### config.mk
export PLATFORM = sky130hd
export DESIGN_NAME = alu_arbiter
export DESIGN_NICKNAME = d
export VERILOG_FILES = /design/src/rtl/alu_arbiter.sv
export SDC_FILE = /design/constraint.sdc
export NUM_CORES = 1
export LEC_CHECK = 0
export BUFFER_PORTS_ARGS = -buffer_cell sky130_fd_sc_hd__clkbuf_2
export CORE_UTILIZATION = 38
export DETAILED_ROUTE_END_ITERATION = 16
export GPL_TIMING_DRIVEN = 0
export PLACE_DENSITY_LB_ADDON = 0.12
export SYNTH_ARGS = -nofsm -noshare
export SYNTH_HDL_FRONTEND = slang
export SYNTH_SLANG_ARGS = --single-unit
### constraint.sdc
create_clock -name CLK -period 1.1 [get_ports CLK]
set_input_delay 0.11 -clock CLK [delete_from_list [all_inputs] [get_ports CLK]]
set_output_delay 0.11 -clock CLK [all_outputs]
set_load 0.05 [all_outputs]
### src/rtl/alu_arbiter.sv
// alu_arbiter: round-robin front-end that shares one 8-bit combinational ALU between two
// requesters, registering the winner's operands and returning the settled result with DONE.
module alu_arbiter #(
    parameter int WAIT_CYCLES = 1
) (
    input  logic       CLK,
    input  logic       RESET,
    input  logic       REQ0,
    input  logic [7:0] OPA0,
    input  logic [7:0] OPB0,
    input  logic [2:0] OP0,
    output logic       GNT0,
    output logic       DONE0,
    input  logic       REQ1,
    input  logic [7:0] OPA1,
    input  logic [7:0] OPB1,
    input  logic [2:0] OP1,
    output logic       GNT1,
    output logic       DONE1,
    output logic [7:0] ALU_DATA1,
    output logic [7:0] ALU_DATA2,
    output logic [2:0] ALU_SELECT,
    input  logic [7:0] ALU_RESULT,
    output logic [7:0] RESULT_OUT,
    output logic       BUSY
);
    localparam int CW = $clog2(WAIT_CYCLES + 1);
    typedef enum logic {IDLE, EXEC} state_t;
    state_t state;
    logic last;
    logic win;
    logic [CW-1:0] cnt;
    // requester 1 wins when it is alone, or on a tie when requester 0 was served last
    always_comb win = REQ1 & (~REQ0 | ~last);
    always_ff @(posedge CLK) begin
        if (!RESET) begin
            state      <= IDLE;
            last       <= 1'b1;
            cnt        <= '0;
            GNT0       <= 1'b0;
            GNT1       <= 1'b0;
            DONE0      <= 1'b0;
            DONE1      <= 1'b0;
            BUSY       <= 1'b0;
            ALU_DATA1  <= '0;
            ALU_DATA2  <= '0;
            ALU_SELECT <= '0;
            RESULT_OUT <= '0;
        end else begin
            GNT0  <= 1'b0;
            GNT1  <= 1'b0;
            DONE0 <= 1'b0;
            DONE1 <= 1'b0;
            if (state == IDLE) begin
                if (REQ0 | REQ1) begin
                    ALU_DATA1  <= win ? OPA1 : OPA0;
                    ALU_DATA2  <= win ? OPB1 : OPB0;
                    ALU_SELECT <= win ? OP1 : OP0;
                    GNT0       <= ~win;
                    GNT1       <= win;
                    last       <= win;
                    BUSY       <= 1'b1;
                    cnt        <= CW'(WAIT_CYCLES);
                    state      <= EXEC;
                end
            end else if (cnt == CW'(1)) begin
                RESULT_OUT <= ALU_RESULT;
                DONE0      <= ~last;
                DONE1      <= last;
                BUSY       <= 1'b0;
                state      <= IDLE;
            end else begin
                cnt <= cnt - CW'(1);
            end
        end
    end
endmodule

==> impl_metrics.csv <==
group,metric,value,unit
global_route,grt_overflow,0,
detailed_routing,firstDrtPassIters,3,
pwr,p_leak,1.15,nW
hold_path,worstHoldPathType,"primary input to flop",
clock_network,cts_sinks,35,
placed_design,port_buffers,81,
critical_path,reg2regPathDepth,4,
placed_design,gp_congestion,0.728,
critical_path,start_kind,"flop",
status,status,"finished with violations",
sta,rsz0062_at_grt,"yes",
global_route,grt_max_degree,11,
detailed_routing,wire_per_inst,13.6,um
sta,fmax,0.817,GHz
sta,finalSetupTns,-2020,ps
synthesis,syn_inst,124,
synthesis,synthesis.yosys.warnings,0,
final_layout,area_growth,76.0,%
detailed_routing,wl,4050,um
pwr,powerDensity,1250,mW/mm^2
clock_network,clk_pin_slew_worst_paths,100,ps
clock_network,htree_levels,2,
synthesis,netlist_area,0.00133,sq mm
floorplanning,die_w,61.1,um
synthesis,ys_seq_elements,35,
sta,setup_viol,21,
floorplanning,start_util,39.8,%
critical_path,cp-end-kind,"flop",
clock_network,clk_latency,330,ps
final_layout,stdcell_count,297,
floorplanning,die_area,0.00373,sq mm
clock_network,cts_tree,"built",
final_layout,fin_nets,302,
sta,slew_headroom,72.5,%
sta,final.setup.worst_slack,-124,ps
synthesis,synth_nets,174,
detailed_routing,initialDrtViolationCount,56,
global_route,grt_usage,22.6,%
floorplanning,num_io_pins,82,
global_route,grt_antenna_before_repair,0,
sta,period_needed,1220,ps
placed_design,dp_hpwl,2550,um
global_route,grt_pass1_wl,5970,um
final_layout,antenna_cells,0,
sta,fin_skew,7.39,ps
final_layout,drive_above_1_share,47.8,%
status,violations,"negative setup slack",
placed_design,dp_cells,251,
synthesis,synth.avg_cell_area,10.7,sq um
sta,finalMaxSlewViolations,0,
clock_network,clockBufferDepth,2,
flow_run,cap_violations,0,
global_route,grt_pass1_vias,1371,
detailed_routing,drcViolationCount,0,
synthesis,ys_seq_area_share,52.8,%
sta,finalHoldViolations,0,
detailed_routing,vias,1457,
detailed_routing,postRouteAntennaNets,0,
clock_network,cts-root-buf,"clkbuf_4",
sta,fin_crit_sh,111,%
critical_path,path_max_fanout,5,
floorplanning,num_rows,21,
critical_path,cp.arrival,1450,ps
critical_path,critPathKind,"flop to flop",
sta,worstMarginPinSlew,413,ps
synthesis,yosysUniqueCellTypes,18,
hold_path,holdPathStages,2,
detailed_routing,via_per_inst,4.91,
floorplanning,core-area,0.00334,sq mm
pwr,ir_drop,0.000700,V
clock_network,cts_buffers,5,
floorplanning,die_h,61.1,um
critical_path,crit_required,1330,ps
where the power goes:
part | internal [W] | leakage (nW) | switching [W]
Sequential | 0.00136 | 0.288 | 0.0000517
Combinational | 0.000370 | 0.834 | 0.000518
Clock | 0.000227 | 0.0242 | 0.000385
Total | 0.00196 | 1.15 | 0.000955
sequential cells by signal, summed over array words and instances, names as in the netlist:
signal      flops
ALU_DATA1       8
ALU_DATA2       8
ALU_SELECT      3
BUSY            1
DONE0           1
DONE1           1
GNT0            1
GNT1            1
RESULT_OUT      8
cnt             1
last            1
state           1
synth_stat cells:
library cell	instances	area (sq um)
inv_1	3	11.3
and3_1	22	138
a21boi_1	9	67.6
o21bai_2	1	11.3
buf_2	2	10.0
buf_4	1	7.51
a211oi_4	1	20.0
o21a_1	1	7.51
and2_1	1	6.26
nand2_1	18	67.6
buf_6	4	45.0
a221o_1	19	190
dfxtp_1	35	701
a31oi_1	1	6.26
clkbuf_1	3	11.3
or3_1	1	6.26
nand2b_2	1	8.76
a211oi_2	1	12.5
final timing paths:
kind                                     from             to  slack, ps
worst max-delay path                    state   ALU_DATA1[2]       -120
worst min-delay path                  OPA0[3]   ALU_DATA1[3]         10
worst max register to register          state   ALU_DATA1[2]       -120
worst min register to register  RESULT_OUT[2]  RESULT_OUT[2]        450
layout by cell type (no fill, tap or decap), drive strengths merged, types with 2 or more instances in the layout:
cell	synthesis	final
clkbuf	3	74
nand2	18	18
and3	22	22
a21boi	9	9
a211oi	2	2
inv	3	3
buf	7	28
dlygate4sd3	0	35
dfxtp	35	35
a221o	19	19
metal layers:
| metal | part of all wire (%) | GRT usage, % | routed length [um] | vias to the layer above |
|---|---|---|---|---|
| li1 | - | - | - | 718 |
| met1 | 41 | 24.0 | 1670 | 677 |
| met2 | 52 | 41.1 | 2090 | 52 |
| met3 | 5.1 | 5.67 | 208 | 10 |
| met4 | 2.1 | 11.7 | 84 | 0 |
| met5 | 0 | 0 | 0 | - |
what timing repair did:
action	in CTS	in global routing
endpoints found under the setup margin	30	51
hold endpoints to repair	21	0
buffers inserted	3	0
pin swaps	14	0
hold buffers	35	0
gates resized for setup	18	28
cloned	3	0
per-stage QoR:
step           setup WS [ps]  total power, W  hold WS (ps)  cell area (sq um)  utilization, %
2_1_floorplan          -30.8         0.00193           245               1350               -
3_3_place_gp           -85.1         0.00214           332               1810            54.2
3_5_place_dp            -110         0.00216           339               1810            54.2
4_1_cts                 -125         0.00292          3.00               2320            69.5
5_1_grt                 -185         0.00304          11.4               2340            70.0
6_report                -124         0.00292          13.2               2340            70.0
cells by family (layout without fill, tap and decap cells):
kind of cell | Yosys count | in the layout | synth area share, %
AOI/OAI and AO/OA | 33 | 33 | 23.8
buffers and inverters | 13 | 140 | 6.41
DFF | 35 | 35 | 52.8
and+or+nand+nor | 43 | 43 | 17.1
worst max-delay path, stage by stage (launching register included):
cell and delay (ps):
dfxtp_2 350, o21bai_4 210, buf_6 140, and3_1 170
a221o_1 250
area by class of cell:
cell class / count / area (sq um)
fillers: 274 / 1000
clock buffers: 6 / 41.3
plain buffers: 9 / 72.6
multi-input cells: 76 / 626
well taps: 46 / 57.6
flip-flops and latches: 35 / 703
inverters: 3 / 11.3
repair buffers: 122 / 825
(Power assumes the default switching activity.)
